[src/rtl/fetch_unit.sv]
// Instruction-fetch front end: owns the PC, issues credit-limited requests to a
// variable-latency instruction memory and queues in-order responses for decode.
module fetch_unit #(
   parameter int unsigned       ADDR_W   = 64,
   parameter int unsigned       DEPTH    = 4,
   parameter logic [ADDR_W-1:0] RESET_PC = '0
) (
   input  logic              clk,
   input  logic              reset,
   output logic              imem_req,
   output logic [ADDR_W-1:0] imem_addr,
   input  logic              imem_gnt,
   input  logic              imem_rvalid,
   input  logic [31:0]       imem_rdata,
   input  logic              redirect,
   input  logic              redirect_uncond,
   input  logic [ADDR_W-1:0] redirect_pc,
   input  logic [31:0]       redirect_instr,
   output logic              out_valid,
   input  logic              out_ready,
   output logic [ADDR_W-1:0] out_pc,
   output logic [31:0]       out_instr
);

   localparam int unsigned PtrW = $clog2(DEPTH);
   localparam int unsigned CntW = PtrW + 1;
   localparam logic [CntW:0] DepthC = (CntW + 1)'(DEPTH);

   logic [ADDR_W-1:0] pc_q, pc_d;
   logic [ADDR_W-1:0] q_pc_q    [DEPTH];
   logic [31:0]       q_instr_q [DEPTH];
   logic [PtrW-1:0]   q_rd_q, q_rd_d, q_wr_q, q_wr_d;
   logic [CntW-1:0]   q_cnt_q, q_cnt_d;
   logic [ADDR_W-1:0] p_pc_q    [DEPTH];
   logic [PtrW-1:0]   p_rd_q, p_rd_d, p_wr_q, p_wr_d;
   logic [CntW-1:0]   out_cnt_q, out_cnt_d;
   logic [CntW-1:0]   drop_q, drop_d;

   logic              grant, keep, pop;
   logic [ADDR_W-1:0] offset, target;
   logic              unused_instr;

   assign unused_instr = ^{redirect_instr[31:26]};

   // Queue slots plus in-flight requests never exceed DEPTH, so a response always has room.
   assign imem_req  = !reset && !redirect &&
                      (({1'b0, q_cnt_q} + {1'b0, out_cnt_q}) < DepthC);
   assign imem_addr = pc_q;
   assign grant     = imem_req && imem_gnt;
   assign keep      = imem_rvalid && !redirect && !reset && (drop_q == '0);

   assign out_valid = !reset && !redirect && (q_cnt_q != '0);
   assign out_pc    = q_pc_q[q_rd_q];
   assign out_instr = q_instr_q[q_rd_q];
   assign pop       = out_valid && out_ready;

   always_comb begin
      offset = redirect_uncond ? {{(ADDR_W-26){redirect_instr[25]}}, redirect_instr[25:0]}
                               : {{(ADDR_W-19){redirect_instr[23]}}, redirect_instr[23:5]};
      target = redirect_pc + (offset << 2);
   end

   always_comb begin
      pc_d      = pc_q;
      q_rd_d    = q_rd_q;
      q_wr_d    = q_wr_q;
      q_cnt_d   = q_cnt_q;
      p_rd_d    = p_rd_q;
      p_wr_d    = p_wr_q;
      drop_d    = drop_q;
      out_cnt_d = out_cnt_q + CntW'(grant) - CntW'(imem_rvalid);

      if (grant) p_wr_d = p_wr_q + PtrW'(1);
      if (imem_rvalid) p_rd_d = p_rd_q + PtrW'(1);

      if (redirect) begin
         pc_d    = target;
         q_rd_d  = '0;
         q_wr_d  = '0;
         q_cnt_d = '0;
         // Everything still in flight after this cycle belongs to the wrong path.
         drop_d  = out_cnt_q - CntW'(imem_rvalid);
      end else begin
         if (grant) pc_d = pc_q + ADDR_W'(4);
         if (keep) q_wr_d = q_wr_q + PtrW'(1);
         if (pop) q_rd_d = q_rd_q + PtrW'(1);
         q_cnt_d = q_cnt_q + CntW'(keep) - CntW'(pop);
         if (imem_rvalid && (drop_q != '0)) drop_d = drop_q - CntW'(1);
      end
   end

   always_ff @(posedge clk) begin
      if (reset) begin
         pc_q      <= RESET_PC;
         q_rd_q    <= '0;
         q_wr_q    <= '0;
         q_cnt_q   <= '0;
         p_rd_q    <= '0;
         p_wr_q    <= '0;
         out_cnt_q <= '0;
         drop_q    <= '0;
      end else begin
         pc_q      <= pc_d;
         q_rd_q    <= q_rd_d;
         q_wr_q    <= q_wr_d;
         q_cnt_q   <= q_cnt_d;
         p_rd_q    <= p_rd_d;
         p_wr_q    <= p_wr_d;
         out_cnt_q <= out_cnt_d;
         drop_q    <= drop_d;
      end
   end

   always_ff @(posedge clk) begin
      if (grant) p_pc_q[p_wr_q] <= pc_q;
      if (keep) begin
         q_pc_q[q_wr_q]    <= p_pc_q[p_rd_q];
         q_instr_q[q_wr_q] <= imem_rdata;
      end
   end

   resp_needs_request : assert property (@(posedge clk) disable iff (reset)
      imem_rvalid |-> (out_cnt_q != '0))
      else $error("fetch_unit: response with no outstanding request");

endmodule

[config.mk]
export PLATFORM = sky130hd
export DESIGN_NAME = fetch_unit
export DESIGN_NICKNAME = d
export VERILOG_FILES = /design/src/rtl/fetch_unit.sv
export SDC_FILE = /design/constraint.sdc
export NUM_CORES = 1
export LEC_CHECK = 0
export ABC_AREA = 1
export BUFFER_PORTS_ARGS = -buffer_cell sky130_fd_sc_hd__buf_2
export CAP_MARGIN = 20
export CORE_UTILIZATION = 35
export DETAILED_ROUTE_END_ITERATION = 6
export SETUP_SLACK_MARGIN = 0.1
export SYNTH_ARGS = -nofsm -noshare
export SYNTH_HDL_FRONTEND = slang
export SYNTH_SLANG_ARGS = --single-unit
[constraint.sdc]
create_clock -name clk -period 10.9 [get_ports clk]
set_input_delay 1.09 -clock clk [delete_from_list [all_inputs] [get_ports clk]]
set_output_delay 1.09 -clock clk [all_outputs]
set_load 0.02 [all_outputs]
# Word-level counts from Yosys, hierarchy flattened
# Memory sizes are Yosys's and may differ from the RTL's. A register that Yosys moved wholly into a read port is not among the register bits.
# Cells that the tools add are included.
# W data, S select, Z words.
# totals
regBits,81
mem_bits_rw,640
inputBits,135
output_inout_bits,162
elab_cells,57
n_memories,3
# memory_table
memory,depth,width,rd,rd_clocked_by_memory_dff,write_ports,line,source
p_pc_q,4,64,1,1,1,34,logic [ADDR_W-1:0] p_pc_q [DEPTH];
q_pc_q,4,64,1,1,1,30,logic [ADDR_W-1:0] q_pc_q [DEPTH];
q_instr_q,4,32,1,1,1,31,logic [31:0] q_instr_q [DEPTH];
# op_classes
add_sub_neg,13
magnitude_cmp,1
muxes,15
reduce_logical,17
# ops
op,n
$mux W64,2
$add A64 B3 Y64 const B,1
$add A64 B64 Y64,1
$mux W62,1
$mux W2,6
$logic_and A1 B1 Y1,9
$sub A3 B1 Y3,3
$add A2 B1 Y2 const B,4
$add A3 B1 Y3,2
$mux W3,2
$reduce_bool A3 Y1,2
$add A3 B3 Y4,1
$lt A4 B3 Y1 const B,1
$mux W1,4
$reduce_bool A2 Y1,2
$logic_not A3 Y1,1
$sub A3 B1 Y3 const B,1
$logic_not A1 Y1,2
$reduce_or A2 Y1,1

# Logic depth before layout (Yosys ltp)
# Gate-level depths: netlist of the first run.
# depth
word_depth,6
ltp_mapped,21
ltp_nobuf,19

# Least setup slack after synthesis of the first run
# Ideal clock, no wire load.
# synth_path
kind,input to register
start,input reset
end,"memory q_instr_q[0][0], enable pin"
setup_time_ns,0.551
t_arrival_ns,5.542
required_time_ns,10.349
slack_ns,4.807
stages,5
n_path_buf,0
path_cell_list,inv_2 -> nand2_2 -> nor2_1 -> inv_1 -> nor2_1
# synth_via
elab_chain_len,5
# synth_rtl
item,line,source
from (decl),9,"input logic reset,"
$logic_not A1 Y1,50,assign keep = imem_rvalid && !redirect && !reset && (drop_q == '0);
$logic_and A1 B1 Y1 (2 in a row),50,
net keep,39,"logic grant, keep, pop;"
$mux W1,116,if (keep) begin
$mux W1 (implied by the code),118,q_instr_q[q_wr_q] <= imem_rdata;
to (decl),31,
# The timed path passes the listed nets, and every way through them passes these cells.

==> flow_summary.json, run 1 <==
{
  "synth_area_mm2": 0.0347,
  "setup_viol": 0,
  "reg2reg_slack_ns": 7.51,
  "synth-adder-area-share": 0.0306,
  "drive_gt1_frac": 0.118,
  "core_area_mm2": 0.0983,
  "grt_pass1_vias": 24994,
  "viasPerCell": 5.10,
  "final_area_mm2": 0.0397,
  "grt_antenna_before_repair": 2,
  "initialDrtViolationCount": 1846,
  "ys.flop_type": "edfxtp_1",
  "r2r_start": "drop_q[0]$_SDFFE_PP0P_",
  "synth_compound_area_frac": 0.127,
  "cap_violations": 0,
  "synth_xor_area_frac": 0.00884,
  "synth_top_area_cell": "edfxtp_1",
  "syn_avg_cell_area_um2": 9.54,
  "slew_violations": 0,
  "groute.usage.overall": 0.197,
  "io_buffer_count": 290,
  "cp-end-kind": "output pin",
  "skew_ns": 0.0242,
  "drc": 0,
  "tightest_slew_ns": 1.04,
  "critPathLaunchType": "flip-flop",
  "cts-buffers-inserted": 72,
  "hpwl_um": 69100,
  "path_clk_slew_ns": 0.06,
  "grt_max_degree": 112,
  "p_leak_nw": 15.3,
  "hold_violations": 0,
  "ys_types": 48,
  "synth_top_family_by_area": "simple AND/OR/NAND/NOR gates",
  "setup_ws_ns": 6.12,
  "synth_enable_flop_cells": 640,
  "status": "finished, final reports clean",
  "gp_congestion": 0.929,
  "synthesis.nets": 3855,
  "htree_levels": 3,
  "synthTopCellsByArea": "edfxtp_1 (55%), nand2_1 (7.0%), o21ai_0 (6.6%)",
  "rsz0062_at_grt": "no",
  "num_io_pins": 297,
  "synthCells": 3637,
  "synth_sequential_area_ratio": 0.603,
  "cts_tree": "done",
  "yosysMostFrequentCell": "nand2_1",
  "clock-sinks": 725,
  "fmax_ghz": 0.209,
  "cts_resized": 0,
  "yosys.area_share.simple": 0.176,
  "finalNetCount": 4107,
  "insertion_delay_ns": 0.62,
  "power.density_mw_per_mm2": 160,
  "area_growth_pct": 14.5,
  "die_x_um": 317,
  "rows": 115,
  "relSlewSlack": 0.308,
  "die_h_um": 317,
  "setup_tns_ns": 0,
  "synthMuxAreaShare": 0,
  "vias": 26704,
  "cts_setup_buffers": 0,
  "placedInstanceArea_mm2": 0.0375,
  "hp-start": "p_rd_q[1]$_SDFFE_PP0P_",
  "min_path_cells": 1,
  "crit_arrival_ns": 3.69,
  "reg2reg_depth": 10,
  "root_buffer": "clkbuf_16",
  "synthTopCellsByCount": "nand2_1 (651), edfxtp_1 (640), nor2_1 (559)",
  "worstPathRequired_ns": 9.81,
  "cp_max_fo": 81,
  "die-area_mm2": 0.100,
  "dp_slack_ns": 6.31,
  "grt_pass1_wl_um": 150000,
  "detail-route-antenna-nets": 0,
  "period_needed_ns": 4.78,
  "ir_drop_v": 0.000118,
  "clock_path_buffers": 3,
  "start_util": 0.353,
  "finalCritPeriodShare": 0.439,
  "path_class": "flip-flop to output pin",
  "synth_top_cell_area_share": 0.554,
  "synth-seq-cells": 725,
  "yosysWarnings": 0,
  "avgRoutedWirePerCell_um": 19.2,
  "grt_overflow": 0,
  "power_mw": 6.37,
  "wl_um": 101000,
  "synthArstFlopShare": 0,
  "ctsHoldBuffers": 0,
  "reg2reg_to": "q_pc_q[1][47]$_DFFE_PP_",
  "hold_class": "flip-flop to flip-flop",
  "drt-pass1-iter-count": 5
}
## final cells by class
class / instances / area [um^2]
Clock inverter: 37 / 280
Inverter: 362 / 1370
Multi-Input combinational cell: 2410 / 11900
Clock buffer: 94 / 1950
Antenna cell: 2 / 5.00
Timing Repair Buffer: 318 / 1660
Tap cell: 1287 / 1610
Fill cell: 9650 / 58500
Sequential cell: 725 / 20900
## per-layer routing
| layer | share of wire | global-route usage | up-vias |
|---|---|---|---|
| li1 | - | - | 13056 |
| met3 | 0.071 | 0.0406 | 163 |
| met2 | 0.46 | 0.324 | 830 |
| met4 | 0.031 | 0.0670 | 0 |
| met5 | 0 | 0 | - |
| met1 | 0.44 | 0.257 | 12655 |
## flip-flops by register name (all words and copies together) (netlist names), named ones only
| name | count |
|---|---|
| drop_q | 3 |
| imem_addr | 64 |
| out_cnt_q | 3 |
| p_pc_q | 256 |
| p_rd_q | 2 |
| p_wr_q | 2 |
| q_cnt_q | 3 |
| q_instr_q | 128 |
| q_pc_q | 256 |
| q_rd_q | 2 |
| q_wr_q | 2 |
## worst max-delay path, stage by stage (launching register included)
cell     delay, ns
dfxtp_4       0.58
buf_4         0.69
buf_4         0.79
o21ai_0       0.22
o22ai_1       0.41
buf_2         0.26
## report_power, final
| part | switching, mW | internal (mW) |
|---|---|---|
| Clock | 1.03 | 1.32 |
| Sequential | 0.104 | 3.13 |
| Combinational | 0.549 | 0.235 |
| Total | 1.69 | 4.68 |
## worst max path at each step
stage / startpoint / to / slack (ns) / cells after the start
finish: flip-flop / out_pc[37] / 6.12 / 5
global route: flip-flop / out_pc[37] / 5.89 / 5
CTS: flip-flop / out_pc[37] / 6.02 / 5
detailed placement: redirect_uncond / imem_addr[55]$_SDFFE_PP0N_ / 6.31 / 19
global placement: redirect_uncond / imem_addr[55]$_SDFFE_PP0N_ / 6.35 / 19
floorplan: reset / q_instr_q[0][0]$_DFFE_PP_ / 4.81 / 5
## kinds of logic after synthesis
logic type / after synthesis
xor gates and xnor gates: 35
buffers and inverters: 502
DFF: 725
adders and majority gates: 83
and+or+nand+nor: 1478
AOI/OAI and AO/OA: 814
## per-stage QoR
step                      instances   util  hold slack (ns)
final                          5235  0.404            0.435
after global routing           5235  0.404            0.460
after CTS                      5233  0.404            0.435
after detailed placement       5102  0.382            0.428
after global placement         5102  0.382            0.421
after floorplan                3637      -            0.412
## cell usage in the layout (no fill, tap or decap), types with 5 or more instances in the layout
cell / count
inv_6: 5
ha_1: 80
a21oi_1: 145
inv_1: 354
clkinv_1: 17
clkbuf_16: 73
xor2_1: 22
dfxtp_1: 81
xnor2_1: 13
buf_2: 290
nor3_1: 43
nand4_1: 20
nand3b_1: 23
nor2_4: 10
a31oi_1: 8
o21bai_1: 21
nor3_2: 5
o21ai_0: 457
clkinv_2: 10
nand2_1: 651
clkbuf_1: 17
or2_2: 6
nor2_1: 551
o22ai_1: 160
edfxtp_1: 640
nand3_1: 135
o211ai_1: 5
nor4_1: 7
buf_4: 28
Note: power is estimated with default switching activity, not from simulation.
==> run 2, diff against run 1 <==
Clock period 10.9 ns to 4.5 ns, I/O delays scaled along.
==> run 2 against run 1 <==
  * Total power rose to 2.5 times the previous value
  * Core utilization rose by 0.58 points
  * Via count fell by 0.29%
  * Worst setup slack got worse by 4.8 ns
  * Clock skew fell by 0.00090 ns
  * Cell area rose by 1.4%
  * Die area did not move
  * Sequential share of layout area fell by 0.74 points
  * Critical path depth fell by 1
  * Flip-flop and latch count did not move
  * Clock-buffer cell count fell by 7
  * Largest cell class unchanged
==> flow_summary.json, run 2 (synthesized netlist as in run 1, its figures left out) <==
{
  "status": "finished, final reports clean",
  "wl_um": 101000,
  "grt_overflow": 0,
  "hpwl_um": 70500,
  "biggestRegsByFlops": "p_pc_q (256), q_pc_q (256), q_instr_q (128)",
  "max_stage_delay_ns": 0.72,
  "num_io_pins": 297,
  "reg2reg_depth": 13,
  "cp-end-kind": "output pin",
  "grt_pass1_wl_um": 151000,
  "viasPerCell": 5.06,
  "drive_gt1_frac": 0.126,
  "r2r_start": "q_cnt_q[1]$_SDFF_PP0_",
  "die_h_um": 317,
  "clock-sinks": 725,
  "min_path_cells": 1,
  "worstPathRequired_ns": 4.05,
  "insertion_delay_ns": 0.63,
  "highest-signal-layer": "met4",
  "fmax_ghz": 0.313,
  "cp_max_fo": 48,
  "grt_max_degree": 97,
  "hp-start": "imem_rdata[5]",
  "clock_path_buffers": 3,
  "wl_met2_um": 46600,
  "slew_violations": 0,
  "min_to": "q_instr_q[2][5]$_DFFE_PP_",
  "vias": 26626,
  "ctsHoldBuffers": 0,
  "rsz0062_at_grt": "no",
  "final_cell_mix": "nand2_1 (651), edfxtp_1 (640), nor2_1 (551), o21ai_0 (457), inv_1 (354)",
  "cts_setup_buffers": 0,
  "fill_cells": 9635,
  "die_x_um": 317,
  "skew_ns": 0.0233,
  "path_cells": "buf_4, o21ai_0, o22ai_1, buf_2",
  "grt_pass1_vias": 25237,
  "setup_ws_ns": 1.30,
  "start_util": 0.353,
  "critical_path.top_delay_family": "buffers and inverters",
  "cts_tree": "done",
  "hold_violations": 0,
  "power.density_mw_per_mm2": 395,
  "htree_levels": 3,
  "finalNetCount": 4134,
  "hold_class": "input port to flip-flop",
  "drc": 0,
  "postLayoutCoreUtil": 0.410,
  "reg2reg_slack_ns": 1.46,
  "initialDrtViolationCount": 2044,
  "finalCritPeriodShare": 0.711,
  "cap_violations": 0,
  "critPathLaunchType": "flip-flop",
  "groute.usage.overall": 0.198,
  "die-area_mm2": 0.100,
  "crit_arrival_ns": 2.75,
  "period_needed_ns": 3.20,
  "root_buffer": "clkbuf_16",
  "relSlewSlack": 0.406,
  "reg2reg_to": "imem_addr[57]$_SDFFE_PP0N_",
  "core_area_mm2": 0.0983,
  "setup_viol": 0,
  "path_class": "flip-flop to output pin",
  "cts-buffers-inserted": 75,
  "drt-pass1-iter-count": 5,
  "layout_commonest_cell": "nand2_1",
  "ir_drop_v": 0.000274,
  "path_clk_slew_ns": 0.06,
  "dp_slack_ns": 1.13,
  "area_growth_pct": 16.2,
  "wl_met1_um": 43700,
  "p_leak_nw": 15.6,
  "cpMaxStageDelayCell": "dfxtp_4",
  "tightest_slew_ns": 0.891,
  "io_buffer_count": 290,
  "detail-route-antenna-nets": 0,
  "wl_met3_um": 7110,
  "rows": 115,
  "seqCellArea_mm2": 0.0209,
  "grt_antenna_before_repair": 2,
  "cp_num_buf_inv": 2,
  "multiInputGateArea_mm2": 0.0119,
  "avgRoutedWirePerCell_um": 19.2,
  "cts_resized": 0,
  "gp_congestion": 0.958
}
-- run 2: per-layer routing --
metal  vias up  GRT usage
met5         -          0
met2       805      0.328
met4         0     0.0748
li1      13121          -
met1     12528      0.256
met3       172     0.0385
-- run 2: worst reg2reg max path, stage by stage, from the launching register on --
cell	delay, ns
dfxtp_1	0.43
ha_1	0.27
nand3_1	0.08
nand2_1	0.08
nor3_4	0.12
nand2_1	0.42
buf_4	0.39
inv_1	0.50
and3_1	0.28
nand2_1	0.07
nand2_1	0.08
nand3_1	0.08
nand2_1	0.10
nor2_1	0.04
-- run 2: per-stage QoR --
step                TNS (ns)  std cells  hold slack [ns]  power [mW]  area [um^2]
floorplan            -387.49       3637            0.412        9.08        34700
global placement           0       5126            0.420        9.86        37800
CTS                        0       5261          0.00341        16.1        40300
finish                     0       5263           0.0424        15.9        40300
detailed placement         0       5126            0.432        9.87        37800
global route               0       5263           0.0227        16.6        40300
-- run 2: worst max path at each step --
stage,to,slack (ns),cells after the start
final,out_pc[40],1.30,4
after global routing,out_pc[40],1.11,4
after CTS,out_pc[40],1.20,4
after detailed placement,imem_addr[61]$_SDFFE_PP0N_,1.13,15
after global placement,imem_addr[61]$_SDFFE_PP0N_,1.13,15
after floorplan,q_instr_q[0][0]$_DFFE_PP_,-1.01,8
-- run 2: layout make-up --
type                    instances  share of cell area
well taps                    1287              0.0399
inverters                     362              0.0339
repair buffers                342              0.0494
flip-flops and latches        725               0.519
clock inverters                48              0.0124
diodes                          2            0.000124
clock buffers                  87              0.0487
multi-input cells            2410               0.296
-- run 2: where the power goes --
part	total (mW)	internal, mW	switching [mW]
Clock	6.20	3.66	2.54
Sequential	7.83	7.58	0.257
Combinational	1.91	0.582	1.33
